## config.mk

```make
export PLATFORM = sky130hd
export DESIGN_NAME = control_sequencer
export DESIGN_NICKNAME = d
export VERILOG_FILES = /design/src/rtl/cpu_pkg.sv /design/src/rtl/ctrl_decode.sv /design/src/rtl/control_sequencer.sv
export SDC_FILE = /design/constraint.sdc
export NUM_CORES = 1
export LEC_CHECK = 0
export ABC_AREA = 1
export BUFFER_PORTS_ARGS = -buffer_cell sky130_fd_sc_hd__buf_2
export CELL_PAD_IN_SITES_DETAIL_PLACEMENT = 1
export CELL_PAD_IN_SITES_GLOBAL_PLACEMENT = 1
export CORE_ASPECT_RATIO = 0.75
export CORE_MARGIN = 2
export CORE_UTILIZATION = 39
export CTS_BUF_LIST = sky130_fd_sc_hd__clkbuf_4
export DETAILED_ROUTE_END_ITERATION = 16
export GPL_TIMING_DRIVEN = 0
export PLACE_DENSITY = 0.95
export SLEW_MARGIN = 20
export SYNTH_ARGS = -nofsm -noshare
export SYNTH_HDL_FRONTEND = slang
export SYNTH_SLANG_ARGS = --single-unit
```

## constraint.sdc

```tcl
create_clock -name clk_main -period 2.5 [get_ports clk_main]
set_input_delay 0.375 -clock clk_main [delete_from_list [all_inputs] [get_ports clk_main]]
set_output_delay 0.375 -clock clk_main [all_outputs]
set_load 0.02 [all_outputs]
```

## src/rtl/cpu_pkg.sv

```systemverilog
// Shared definitions for the sequencer and datapath: opcodes, ALU pass-through
// codes, FSM states, IR field positions and the control-vector layout.
package cpu_pkg;

  localparam logic [3:0] OP_LDI = 4'h8;
  localparam logic [3:0] OP_LD  = 4'h9;
  localparam logic [3:0] OP_ST  = 4'hA;
  localparam logic [3:0] OP_JAL = 4'hB;
  localparam logic [3:0] OP_BZ  = 4'hC;
  localparam logic [3:0] OP_JR  = 4'hD;
  localparam logic [3:0] OP_NOP = 4'hE;
  localparam logic [3:0] OP_HLT = 4'hF;

  localparam logic [3:0] FS_PASSA = 4'h8;
  localparam logic [3:0] FS_PASSB = 4'hC;

  localparam logic [15:0] IR_RESET = {OP_NOP, 12'h000};

  localparam int unsigned IR_OP_LSB = 12;
  localparam int unsigned IR_DR_LSB = 8;
  localparam int unsigned IR_SA_LSB = 4;
  localparam int unsigned IR_SB_LSB = 0;

  typedef enum logic [2:0] {
    S_IDLE,
    S_FETCH,
    S_DECODE,
    S_EXEC,
    S_MEM,
    S_HALT
  } state_t;

  typedef struct packed {
    logic [3:0] fs;
    logic       mb;
    logic       md;
    logic       mp;
    logic       rw;
    logic       mw;
  } ctrl_t;

  function automatic logic [3:0] ir_field(input logic [15:0] ir, input int unsigned lsb);
    return ir[lsb +: 4];
  endfunction

endpackage

```

## src/rtl/ctrl_decode.sv

```systemverilog
// Combinational control decode: maps FSM state and opcode to the datapath
// control vector. Everything is zero outside EXEC and MEM.
module ctrl_decode
  import cpu_pkg::*;
(
  input  state_t     state,
  input  logic [3:0] op,
  output ctrl_t      ctrl
);

  always_comb begin
    ctrl = '0;
    if (state == S_MEM) begin
      ctrl.md = 1'b1;
      ctrl.rw = 1'b1;
    end else if (state == S_EXEC) begin
      if (!op[3]) begin
        ctrl.fs = {1'b0, op[2:0]};
        ctrl.rw = 1'b1;
      end else begin
        case (op)
          OP_LDI: begin
            ctrl.mb = 1'b1;
            ctrl.fs = FS_PASSB;
            ctrl.rw = 1'b1;
          end
          OP_ST:  ctrl.mw = 1'b1;
          OP_JAL: begin
            ctrl.mp = 1'b1;
            ctrl.rw = 1'b1;
          end
          OP_BZ:  ctrl.fs = FS_PASSA;
          default: ;
        endcase
      end
    end
  end

endmodule

```

## src/rtl/control_sequencer.sv

```systemverilog
// Multi-cycle fetch/decode/execute controller: owns PC, IR and halt status and
// drives the datapath control lines from a registered control vector.
module control_sequencer
  import cpu_pkg::*;
#(
  parameter int unsigned     PC_W     = 6,
  parameter logic [PC_W-1:0] RESET_PC = '0
) (
  input  logic            clk_main,
  input  logic            reset,
  input  logic            run,
  input  logic [15:0]     instr_in,
  input  logic            Z,
  input  logic [15:0]     BusA,
  output logic [PC_W-1:0] InstrAddr,
  output logic [PC_W-1:0] PC,
  output logic [3:0]      DR,
  output logic [3:0]      SA,
  output logic [3:0]      SB,
  output logic [3:0]      FS,
  output logic            MB,
  output logic            MD,
  output logic            MP,
  output logic            RW,
  output logic            MW,
  output logic            halted
);

  state_t          state_q, state_d;
  logic [PC_W-1:0] pc_q, pc_d, pc_inc;
  logic [15:0]     ir_q, ir_d;
  logic            halted_q, halted_d;
  ctrl_t           ctrl_q, ctrl_d;
  logic [3:0]      op, dr, sa, sb, op_d;

  assign op     = ir_field(ir_q, IR_OP_LSB);
  assign dr     = ir_field(ir_q, IR_DR_LSB);
  assign sa     = ir_field(ir_q, IR_SA_LSB);
  assign sb     = ir_field(ir_q, IR_SB_LSB);
  assign pc_inc = pc_q + PC_W'(1);

  always_comb begin
    state_d  = state_q;
    pc_d     = pc_q;
    ir_d     = ir_q;
    halted_d = halted_q;
    case (state_q)
      S_IDLE:   if (run) state_d = S_FETCH;
      S_FETCH:  state_d = run ? S_DECODE : S_IDLE;
      S_DECODE: begin
        ir_d    = instr_in;
        state_d = S_EXEC;
      end
      S_EXEC: begin
        state_d = S_FETCH;
        pc_d    = pc_inc;
        case (op)
          OP_LD: begin
            state_d = S_MEM;
            pc_d    = pc_q;
          end
          OP_JAL: pc_d = PC_W'({sa, sb});
          OP_BZ:  if (Z) pc_d = PC_W'({dr, sb});
          OP_JR:  pc_d = PC_W'(BusA);
          OP_HLT: begin
            state_d  = S_HALT;
            pc_d     = pc_q;
            halted_d = 1'b1;
          end
          default: ;
        endcase
      end
      S_MEM: begin
        state_d = S_FETCH;
        pc_d    = pc_inc;
      end
      S_HALT:  ;
      default: state_d = S_IDLE;
    endcase
  end

  // Controls are decoded from the next state/IR so they appear registered
  // in the same cycle the FSM enters EXEC or MEM.
  assign op_d = ir_field(ir_d, IR_OP_LSB);

  ctrl_decode u_ctrl_decode (
    .state (state_d),
    .op    (op_d),
    .ctrl  (ctrl_d)
  );

  always_ff @(posedge clk_main or negedge reset) begin
    if (!reset) begin
      state_q  <= S_IDLE;
      pc_q     <= RESET_PC;
      ir_q     <= IR_RESET;
      halted_q <= 1'b0;
      ctrl_q   <= '0;
    end else begin
      state_q  <= state_d;
      pc_q     <= pc_d;
      ir_q     <= ir_d;
      halted_q <= halted_d;
      ctrl_q   <= ctrl_d;
    end
  end

  assign InstrAddr = pc_q;
  assign PC        = pc_inc;
  assign DR        = dr;
  assign SA        = sa;
  assign SB        = sb;
  assign FS        = ctrl_q.fs;
  assign MB        = ctrl_q.mb;
  assign MD        = ctrl_q.md;
  assign MP        = ctrl_q.mp;
  assign RW        = ctrl_q.rw;
  assign MW        = ctrl_q.mw;
  assign halted    = halted_q;

endmodule

```

==> results of run 1 <==
where the power goes:
| part | switching, mW | internal (mW) | total (mW) |
|---|---|---|---|
| clock | 0.203 | 0.103 | 0.307 |
| combinational | 0.0188 | 0.0140 | 0.0328 |
| sequential | 0 | 0.566 | 0.566 |
| total | 0.222 | 0.683 | 0.906 |
registers in the layout (all words and copies together), names as in the netlist:
register   cells
MB             1
FS             4
MD             1
ir_q          16
MP             1
halted         1
RW             1
MW             1
InstrAddr      6
state_q        3
stage by stage:
step	area, um^2	power, mW	util	hold WS, ns
global route	2290	0.950	0.504	0.131
CTS	2290	0.916	0.504	0.113
finish	2290	0.906	0.504	0.0906
floorplan	1870	0.578	-	0.0794
global placement	2240	0.610	0.492	0.450
detailed placement	2240	0.611	0.492	0.465
cell families after synthesis:
kind of cell	synth area share
buffers and inverters	0.120
adder cells (fa/ha/maj)	0.00669
XOR/XNOR	0.0140
AND/OR/NAND/NOR	0.348
flip-flops	0.470
AO/OA/AOI/OAI	0.0415
cell type report:
cell class | count | area (um^2)
tap | 57 | 71.3
clock buffer | 5 | 37.5
multi-input combinational | 161 | 767
sequential | 35 | 880
buffer | 17 | 134
timing repair buffer | 59 | 295
fill | 590 | 2260
inverter | 24 | 90.1
clock inverter | 3 | 15.0
placed cells by master (no fill, tap or decap), types with 7 or more instances in the layout:
cell / count
sky130_fd_sc_hd__dfrtp_1: 32
sky130_fd_sc_hd__nand3_1: 13
sky130_fd_sc_hd__inv_1: 19
sky130_fd_sc_hd__nand2_2: 7
sky130_fd_sc_hd__nand4_1: 7
sky130_fd_sc_hd__nor2_1: 26
sky130_fd_sc_hd__buf_4: 12
sky130_fd_sc_hd__nand2_1: 79
sky130_fd_sc_hd__buf_2: 61
worst max path at each step:
| stage | startpoint | to | slack [ns] |
|---|---|---|---|
| 2_1_floorplan | InstrAddr[0]$_DFFE_PN0P_ | PC[4] | 1.02 |
| 3_3_place_gp | state_q[2]$_DFF_PN0_ | RW$_DFF_PN0_ | 1.02 |
| 3_5_place_dp | state_q[0]$_DFF_PN0_ | RW$_DFF_PN0_ | 0.95 |
| 4_1_cts | InstrAddr[0]$_DFFE_PN0P_ | PC[4] | 0.55 |
| 5_1_grt | InstrAddr[0]$_DFFE_PN0P_ | PC[4] | 0.48 |
| 6_report | InstrAddr[0]$_DFFE_PN0P_ | PC[4] | 0.58 |
routing by layer:
layer / share of wire / global-route usage / vias to the layer above
met1: 0.46 / 0.255 / 812
li1: - / - / 860
met2: 0.48 / 0.326 / 41
met3: 0.047 / 0.0504 / 8
met5: 0 / 0 / -
met4: 0.015 / 0.0665 / 0
==> impl_metrics.env, run 1 <==
export IMPL_final_critical_path_setup_slack_ns=0.579
export IMPL_cts_buffers_inserted=5
export IMPL_status="finished clean"
export IMPL_critical_path_buf_inv_count=2
export IMPL_delay_of_the_slowest_critical_path_stage_ns=0.45
export IMPL_io_pins=70
export IMPL_top_cells_by_instance_count_after_synthesis="79 x sky130_fd_sc_hd__nand2_1, 32 x sky130_fd_sc_hd__dfrtp_1, 26 x sky130_fd_sc_hd__nor2_1"
export IMPL_slew_viol_final=0
export IMPL_netlist_area_um2=1870
export IMPL_synthesis_yosys_warnings=0
export IMPL_setup_tns_final_ns=0
export IMPL_dieHeight_um=64.0
export IMPL_pre_cts_ws_ns=0.947
export IMPL_r2r_setup_slack_ns=0.91
export IMPL_synthCells=237
export IMPL_port_buffers=59
export IMPL_ys_top_cells_by_area="sky130_fd_sc_hd__dfrtp_1 43%, sky130_fd_sc_hd__nand2_1 16%, sky130_fd_sc_hd__nor2_1 5.2%"
export IMPL_place_detailed_instances=353
export IMPL_clkTransAtPathRegs_ns=0.11
export IMPL_worstReg2RegStart="state_q[2]$_DFF_PN0_"
export IMPL_yosys_cell_types_count=30
export IMPL_wl_um=4980
export IMPL_die_width_um=84.0
export IMPL_clock_insertion_delay_worst_skew_ns=0.35
export IMPL_setup_violations=0
export IMPL_cts_max_level=2
export IMPL_hold_path_class="primary input to async pin"
export IMPL_vias_after_detailed_routing=1721
export IMPL_post_synthesis_sequential_element_count=35
export IMPL_syn_area_per_cell_um2=7.89
export IMPL_synthesis_nets=274
export IMPL_largest_net_degree_at_the_start_of_global_routing=36
export IMPL_cts_setup_buffers=0
export IMPL_route_detailed_drc=0
export IMPL_number_of_antenna_violations_at_the_first_check_in_global_routing=0
export IMPL_grt_usage=0.198
export IMPL_synthToLayoutAreaGrowth_pct=22.4
export IMPL_gp_congestion=0.847
export IMPL_number_of_global_route_vias_before_repair=1774
export IMPL_initial_utilization=0.412
export IMPL_root_buffer="sky130_fd_sc_hd__clkbuf_4"
export IMPL_setup_worst_path_end_class="output port"
export IMPL_final_layout_size_suffix_gt1_frac=0.349
export IMPL_yosysSeqAreaShare=0.470
export IMPL_grt_pass1_wl_um=8360
export IMPL_clock_sinks=35
export IMPL_critPathTopFamily="flip-flops"
export IMPL_hold_viol=0
export IMPL_power_ir_vdd_worst_v=0.000244
export IMPL_reg2reg_depth=9
export IMPL_vias_per_cell=4.77
export IMPL_max_cap_viol_count=0
export IMPL_detailedPlacementHpwl_um=3860
export IMPL_final_antenna_net_count=0
export IMPL_post_synth_top_area_fraction=0.428
export IMPL_crit_slowest_cell="sky130_fd_sc_hd__dfrtp_1"
export IMPL_final_min_clock_period_ns=1.92
export IMPL_standard_cell_row_count=21
export IMPL_cts_hold_fix_buffers=0
export IMPL_tritoncts_clock_tree="yes"
export IMPL_worst_ep_arrival_time_ns=1.55
export IMPL_ctsLongestPathBuffers=2
export IMPL_detailedRoute_firstIterationViolations=51
export IMPL_clock_skew_ns=0.0141
export IMPL_die_area_um2=5370
export IMPL_crit_required_ns=2.12
export IMPL_cts_resized=0
export IMPL_most_instantiated_library_cell_after_synthesis="sky130_fd_sc_hd__nand2_1"
export IMPL_synth_top_cell_by_area="sky130_fd_sc_hd__dfrtp_1"
export IMPL_worst_pin_slew_ns=0.786
export IMPL_setup_worst_path_class="register to output port"
export IMPL_total_leakage_power_nw=1.24
export IMPL_pwr_density_cell_nw_per_um2=395
export IMPL_layout_nets=340
export IMPL_worst_path_stages=5
export IMPL_post_drt_wl_per_cell_um=13.8
export IMPL_timing_critical_path_fanout_max=5
export IMPL_critPathLaunchType="register"
export IMPL_synth_flop_cell="sky130_fd_sc_hd__dfrtp_1"
export IMPL_crit_chain="ha_1 > nand3_1 > xor2_1 > inv_1 > buf_2"
export IMPL_fmaxAchievable_mhz=521
export IMPL_postSynth_asyncResetShare=1.00
export IMPL_crit_reg2reg_capture="RW$_DFF_PN0_"
export IMPL_min_period_over_period=0.768
export IMPL_timing_slew_headroom=0.476
export IMPL_firstDrtPassIters=4
export IMPL_placeableCoreArea_um2=4550
export IMPL_global_route_overflow_total=0
export IMPL_rsz0062_at_grt="no"
export IMPL_final_cell_count_no_fill=361
export IMPL_antenna_cells=0
export IMPL_synth_edff_count=0
Power figures use the tool's default switching activity.
==> run 2, diff against run 1 <==
--- a/config.mk
+++ b/config.mk
@@ -5,17 +5,17 @@
 export SDC_FILE = /design/constraint.sdc
 export NUM_CORES = 1
 export LEC_CHECK = 0
-export ABC_AREA = 1
+export ABC_AREA = 0
 export BUFFER_PORTS_ARGS = -buffer_cell sky130_fd_sc_hd__buf_2
 export CELL_PAD_IN_SITES_DETAIL_PLACEMENT = 1
 export CELL_PAD_IN_SITES_GLOBAL_PLACEMENT = 1
 export CORE_ASPECT_RATIO = 0.75
 export CORE_MARGIN = 2
-export CORE_UTILIZATION = 39
+export CORE_UTILIZATION = 35
 export CTS_BUF_LIST = sky130_fd_sc_hd__clkbuf_4
 export DETAILED_ROUTE_END_ITERATION = 16
 export GPL_TIMING_DRIVEN = 0
-export PLACE_DENSITY = 0.95
+export PLACE_DENSITY = 0.91
 export SLEW_MARGIN = 20
 export SYNTH_ARGS = -nofsm -noshare
 export SYNTH_HDL_FRONTEND = slang
==> constraint.sdc (replaced) <==
create_clock -name clk_main -period 1.75 [get_ports clk_main]
set_input_delay 0.2625 -clock clk_main [delete_from_list [all_inputs] [get_ports clk_main]]
set_output_delay 0.2625 -clock clk_main [all_outputs]
set_load 0.02 [all_outputs]
==> run 2 against run 1 <==
  * The run now ends with negative hold slack left
  * Sequential power up 150%
  * Via count down 8.3%
  * First-iteration DRC count up 37%
  * Non-clock buffer count up 12
  * Combinational power rose to 85 times the previous value
  * Sequential share of layout area down 2.7 points
  * Clock power up 33%
  * Hold slack worse by 0.095 ns
  * Wire length down 3.1%
  * Power rose to 5.1 times the previous value
  * Die area up 11%
==> impl_metrics.env, run 2 <==
export IMPL_status="finished with violations"
export IMPL_violations="negative hold slack"
export IMPL_dieHeight_um=67.5
export IMPL_netlist_area_um2=1880
export IMPL_setup_worst_path_class="register to output port"
export IMPL_worst_pin_slew_ns=0.780
export IMPL_gp_congestion=0.829
export IMPL_clkTransAtPathRegs_ns=0.11
export IMPL_top_cells_by_instance_count_after_synthesis="32 x sky130_fd_sc_hd__dfrtp_1, 15 x sky130_fd_sc_hd__mux2_2, 12 x sky130_fd_sc_hd__buf_4"
export IMPL_ctsLongestPathBuffers=2
export IMPL_clock_sinks=35
export IMPL_die_area_um2=5990
export IMPL_post_drt_wl_per_cell_um=15.0
export IMPL_area_sequential_um2=883
export IMPL_synth_top_cell_by_area="sky130_fd_sc_hd__dfrtp_1"
export IMPL_postSynth_asyncResetShare=1.00
export IMPL_finalInstanceArea_um2=2470
export IMPL_global_route_usage_met2=0.275
export IMPL_largest_net_degree_at_the_start_of_global_routing=36
export IMPL_power_ir_vdd_worst_v=0.00102
export IMPL_rsz0062_at_grt="yes"
export IMPL_hold_path_class="primary input to async pin"
export IMPL_min_period_over_period=0.993
export IMPL_syn_area_per_cell_um2=10.9
export IMPL_max_cap_viol_count=0
export IMPL_yosys_cell_types_count=42
export IMPL_io_pins=70
export IMPL_firstDrtPassIters=4
export IMPL_utilization_after_layout=0.469
export IMPL_wl_um=4830
export IMPL_worst_ep_arrival_time_ns=1.48
export IMPL_clock_insertion_delay_worst_skew_ns=0.33
export IMPL_place_detailed_instances=306
export IMPL_port_buffers=59
export IMPL_largest_register_ff_count=16
export IMPL_synthesis_nets=209
export IMPL_most_common_layout_cells="60 x sky130_fd_sc_hd__buf_2, 29 x sky130_fd_sc_hd__dfrtp_1, 22 x sky130_fd_sc_hd__buf_4"
export IMPL_grt_busiest_layer="met2"
export IMPL_layout_nets=284
export IMPL_vias_after_detailed_routing=1579
export IMPL_yosysSeqAreaShare=0.467
export IMPL_antenna_cells=0
export IMPL_standard_cell_row_count=23
export IMPL_detailedPlacementHpwl_um=3530
export IMPL_multiInputGateArea_um2=885
export IMPL_fmaxAchievable_mhz=575
export IMPL_cts_buffers_inserted=5
export IMPL_number_of_antenna_violations_at_the_first_check_in_global_routing=0
export IMPL_grt_pass1_wl_um=7770
export IMPL_die_width_um=88.7
export IMPL_most_instantiated_library_cell_after_synthesis="sky130_fd_sc_hd__dfrtp_1"
export IMPL_dpl_cell_area_um2=2270
export IMPL_critPathLaunchType="register"
export IMPL_final_min_clock_period_ns=1.74
export IMPL_global_route_overflow_total=0
export IMPL_placeableCoreArea_um2=5270
export IMPL_initial_utilization=0.357
export IMPL_use_met1=0.233
export IMPL_setup_tns_final_ns=0
export IMPL_number_of_global_route_vias_before_repair=1603
export IMPL_cts_max_level=2
export IMPL_route_detailed_drc=0
export IMPL_synth_edff_count=0
export IMPL_detailedRoute_firstIterationViolations=70
export IMPL_ys_top_cells_by_area="sky130_fd_sc_hd__dfrtp_1 43%, sky130_fd_sc_hd__mux2_2 9.0%, sky130_fd_sc_hd__buf_4 4.8%"
export IMPL_slew_viol_final=0
export IMPL_setup_violations=0
export IMPL_hold_worst_slack_ns=-0.00410
export IMPL_synthToLayoutAreaGrowth_pct=31.3
export IMPL_clock_skew_ns=0.00703
export IMPL_post_synthesis_sequential_element_count=35
export IMPL_final_layout_size_suffix_gt1_frac=0.526
export IMPL_synthCells=172
export IMPL_grt_usage=0.172
export IMPL_vias_per_cell=4.90
export IMPL_setup_worst_path_end_class="output port"
export IMPL_timing_slew_headroom=0.480
export IMPL_tritoncts_clock_tree="yes"
export IMPL_post_synth_top_area_fraction=0.426
export IMPL_timing_critical_path_fanout_max=3
export IMPL_final_antenna_net_count=0
export IMPL_hold_viol=8
export IMPL_total_leakage_power_nw=1.20
export IMPL_register_with_the_highest_flop_count="ir_q"
export IMPL_use_met3=0.0428
export IMPL_final_common_cell="sky130_fd_sc_hd__buf_2"
export IMPL_final_cell_count_no_fill=322
export IMPL_n_fill_cell=616
export IMPL_synth_flop_cell="sky130_fd_sc_hd__dfrtp_1"
export IMPL_pwr_density_cell_nw_per_um2=1860
export IMPL_crit_required_ns=1.49
export IMPL_root_buffer="sky130_fd_sc_hd__clkbuf_4"
export IMPL_synthesis_yosys_warnings=0
==> run 2: repair_timing <==
action | CTS | global route
pin swaps | 3 | 3
resized for setup | 14 | 6
buffers inserted | 7 | 2
hold buffers | 0 | 0
setup endpoints to repair | 3 | 8
==> run 2: per-layer routing <==
layer	vias to the layer above	share of wire
met3	8	0.047
met1	783	0.44
met4	0	0.012
met5	-	0
li1	743	-
met2	45	0.50
==> run 2: final timing paths <==
path | start | end | slack, ns | depth (start not counted)
setup / recovery | InstrAddr[1]$_DFFE_PN0P_ | PC[2] | 0.01 | 5
hold / removal | reset | state_q[1]$_DFF_PN0_ | -0.004 | 1
setup reg to reg | ir_q[13]$_DFF_PN1_ | InstrAddr[2]$_DFFE_PN0P_ | 0.09 | 5
hold reg to reg | halted$_DFFE_PN0P_ | halted$_DFFE_PN0P_ | 0.47 | 1
max in group asynchronous | reset | InstrAddr[4]$_DFFE_PN0P_ | 1.22 | 1
min in group clk_main | instr_in[3] | ir_q[3]$_DFFE_PN0P_ | 0.15 | 2
==> run 2: area by class of cell <==
cell class / count / area share
Timing Repair Buffer: 68 / 0.153
Sequential cell: 35 / 0.357
Clock buffer: 5 / 0.0152
Tap cell: 75 / 0.0380
Inverter: 8 / 0.0122
Clock inverter: 2 / 0.00354
Buffer: 20 / 0.0628
Multi-Input combinational cell: 109 / 0.358
==> run 2: worst max-delay path: stages, from the launching register on <==
cell                       delay [ns]
sky130_fd_sc_hd__dfrtp_1         0.45
sky130_fd_sc_hd__buf_6           0.15
sky130_fd_sc_hd__ha_4            0.17
sky130_fd_sc_hd__nor2b_2         0.12
sky130_fd_sc_hd__nand2b_1        0.12
sky130_fd_sc_hd__buf_4           0.14
==> run 2: power breakdown <==
group          switching, mW  internal (mW)
Clock                  0.265          0.142
Sequential             0.257           1.15
Combinational           1.49           1.31
Total                   2.01           2.60
==> run 2: kinds of logic (layout without fill, tap and decap cells) <==
group / count (synthesis) / count (layout) / share of synthesized area
compound gates: 31 / 31 / 0.114
xor+xnor: 5 / 5 / 0.0233
buf+inv: 28 / 103 / 0.0984
mux: 16 / 16 / 0.0951
simple gates: 56 / 56 / 0.195
flops: 35 / 35 / 0.467
fa+ha+maj: 1 / 1 / 0.00665
==> run 2: through the flow <==
stage | setup WS (ns) | power (mW)
6_report | 0.0119 | 4.61
5_1_grt | -0.0521 | 4.94
4_1_cts | 0.00284 | 4.55
3_5_place_dp | 0.0566 | 3.88
3_3_place_gp | 0.113 | 3.77
2_1_floorplan | 0.156 | 3.19
==> run 3, diff against run 2 <==
--- a/config.mk
+++ b/config.mk
@@ -9,7 +9,7 @@
 export BUFFER_PORTS_ARGS = -buffer_cell sky130_fd_sc_hd__buf_2
 export CELL_PAD_IN_SITES_DETAIL_PLACEMENT = 1
 export CELL_PAD_IN_SITES_GLOBAL_PLACEMENT = 1
-export CORE_ASPECT_RATIO = 0.75
+export CORE_ASPECT_RATIO = 0.9
 export CORE_MARGIN = 2
 export CORE_UTILIZATION = 35
 export CTS_BUF_LIST = sky130_fd_sc_hd__clkbuf_4
==> run 3 against run 2 <==
  * Wire length is 1.3% lower
  * Critical path type unchanged
  * Power is 0.67% lower
  * Critical endpoint is now PC[5]
  * Clock skew hardly changed
  * Fmax is 2.2% higher
  * Highest routed layer unchanged
  * The run still ends with negative hold slack left
  * Sequential power hardly changed
  * Global-route usage is 0.13 points lower
  * Final cell count is 2.5% lower
  * Sequential share of layout area is 0.25 points higher
  * Worst setup slack better by 0.037 ns
  * Critical path depth stayed put
==> impl_metrics.env, run 3 (synthesis results as in run 2) <==
export IMPL_internal_power_mw=2.59
export IMPL_critPathTopFamily="flip-flops"
export IMPL_clock_skew_ns=0.00659
export IMPL_pre_cts_ws_ns=0.0687
export IMPL_cts_max_level=2
export IMPL_grt_usage=0.170
export IMPL_n_fill_cell=625
export IMPL_pwr_density_cell_nw_per_um2=1860
export IMPL_clock_insertion_delay_worst_skew_ns=0.34
export IMPL_clock_sinks=35
export IMPL_route_detailed_drc=0
export IMPL_setup_tns_final_ns=0
export IMPL_firstDrtPassIters=4
export IMPL_die_area_um2=5980
export IMPL_power_share_combinational=0.598
export IMPL_crit_chain="nand3_4 > or2_4 > xor2_2 > inv_1 > buf_6"
export IMPL_ctsLongestPathBuffers=2
export IMPL_detailedRoute_firstIterationViolations=72
export IMPL_timing_critical_path_fanout_max=3
export IMPL_final_layout_size_suffix_gt1_frac=0.530
export IMPL_final_min_clock_period_ns=1.70
export IMPL_io_pins=70
export IMPL_hold_path_class="primary input to async pin"
export IMPL_utilization_after_layout=0.470
export IMPL_area_sequential_um2=885
export IMPL_power_ir_vdd_worst_v=0.000903
export IMPL_setup_worst_path_class="register to output port"
export IMPL_setup_worst_path_end_class="output port"
export IMPL_register_with_the_highest_flop_count="ir_q"
export IMPL_seq_power_share=0.308
export IMPL_vias_after_detailed_routing=1566
export IMPL_final_critical_path_setup_slack_ns=0.0493
export IMPL_tritoncts_clock_tree="yes"
export IMPL_hold_worst_slack_ns=-0.000422
export IMPL_crit_slowest_cell="sky130_fd_sc_hd__dfrtp_2"
export IMPL_vias_per_cell=4.99
export IMPL_clkTransAtPathRegs_ns=0.10
export IMPL_detailedPlacementHpwl_um=3500
export IMPL_total_leakage_power_nw=1.19
export IMPL_largest_register_ff_count=16
export IMPL_final_antenna_net_count=0
export IMPL_gp_congestion=0.770
export IMPL_switching_share=0.434
export IMPL_number_of_antenna_violations_at_the_first_check_in_global_routing=0
export IMPL_post_drt_wl_per_cell_um=15.2
export IMPL_delay_of_the_slowest_critical_path_stage_ns=0.45
export IMPL_crit_required_ns=1.49
export IMPL_die_width_um=81.3
export IMPL_hold_viol=1
export IMPL_dieHeight_um=73.6
export IMPL_root_buffer="sky130_fd_sc_hd__clkbuf_4"
export IMPL_cts_buffers_inserted=5
export IMPL_status="finished with violations"
export IMPL_wl_um=4760
export IMPL_fmaxAchievable_mhz=588
export IMPL_cts_hold_fix_buffers=0
export IMPL_number_of_global_route_vias_before_repair=1643
export IMPL_setup_violations=0
export IMPL_violations="negative hold slack"
export IMPL_placeableCoreArea_um2=5220
export IMPL_port_buffers=59
export IMPL_worst_pin_slew_ns=0.805
export IMPL_critical_path_buf_inv_count=2
export IMPL_initial_utilization=0.360
export IMPL_p_clk_frac=0.094
export IMPL_slew_viol_final=0
export IMPL_synthToLayoutAreaGrowth_pct=30.6
export IMPL_most_common_layout_cells="60 x sky130_fd_sc_hd__buf_2, 28 x sky130_fd_sc_hd__dfrtp_1, 21 x sky130_fd_sc_hd__buf_4"
export IMPL_layout_nets=283
export IMPL_max_cap_viol_count=0
export IMPL_rsz0062_at_grt="yes"
export IMPL_p_switching_mw=1.99
export IMPL_antenna_cells=0
export IMPL_critPathLaunchType="register"
export IMPL_grt_pass1_wl_um=7760
export IMPL_worst_ep_arrival_time_ns=1.44
export IMPL_final_common_cell="sky130_fd_sc_hd__buf_2"
export IMPL_min_period_over_period=0.972
export IMPL_largest_net_degree_at_the_start_of_global_routing=36
export IMPL_multiInputGateArea_um2=885
export IMPL_standard_cell_row_count=25
export IMPL_global_route_overflow_total=0
export IMPL_timing_slew_headroom=0.463
## run 3: cell types whose count changed in the layout (fill, tap and decap cells not counted), sizes merged
cell,before,now
buf,88,86
clkbuf,5,7
## run 3: metrics by stage
| step | std cells | cell area [um^2] | hold WS, ns | total power, mW |
|---|---|---|---|---|
| final | 314 | 2460 | -0.000422 | 4.58 |
| after global routing | 314 | 2460 | 0.0437 | 4.93 |
| after CTS | 312 | 2400 | 0.0146 | 4.52 |
| after detailed placement | 298 | 2260 | 0.411 | 3.88 |
| after global placement | 298 | 2260 | 0.388 | 3.77 |
| after floorplan | 172 | 1880 | -0.0331 | 3.19 |
## run 3: final timing paths
kind                       cells after the start  slack (ns)                       end                     start
max in group asynchronous                      1        1.20  InstrAddr[0]$_DFFE_PN0P_                     reset
min in group clk_main                          2        0.14       ir_q[9]$_DFFE_PN0P_               instr_in[9]
max                                            5        0.05                     PC[5]  InstrAddr[0]$_DFFE_PN0P_
min                                            1     -0.0004      state_q[1]$_DFF_PN0_                     reset
max reg2reg                                    5        0.13  InstrAddr[2]$_DFFE_PN0P_        ir_q[13]$_DFF_PN1_
min reg2reg                                    1        0.50        halted$_DFFE_PN0P_        halted$_DFFE_PN0P_
## run 3: power groups by stage
stage	sequential, mW	clock, mW	combinational [mW]
finish	1.41	0.428	2.74
global placement	1.38	0	2.40
CTS	1.40	0.450	2.67
floorplan	1.43	0	1.76
detailed placement	1.40	0	2.48
global route	1.45	0.483	2.99
## run 3: layer usage
| layer | track usage | wire length [um] | part of all wire | vias to the layer above |
|---|---|---|---|---|
| met3 | 0.0553 | 285 | 0.060 | 7 |
| met4 | 0.0527 | 47 | 0.0099 | 0 |
| met1 | 0.203 | 2050 | 0.43 | 770 |
| met5 | 0 | 0 | 0 | - |
| li1 | - | - | - | 745 |
| met2 | 0.291 | 2380 | 0.50 | 44 |
## run 3: layout make-up
type / instances / share of cell area
clock buffer: 6 / 0.0183
buffer: 20 / 0.0642
tap: 67 / 0.0341
timing repair buffer: 67 / 0.148
inverter: 8 / 0.0122
clock inverter: 2 / 0.00305
multi-input combinational: 109 / 0.360
sequential: 35 / 0.360
## run 3: repair_timing
action / 4_1_cts / 5_1_grt
resized for setup: 11 / 9
pin swaps: 3 / 3
setup endpoints to repair: 3 / 8
setup buffers: 6 / 2
cloned: 0 / 0
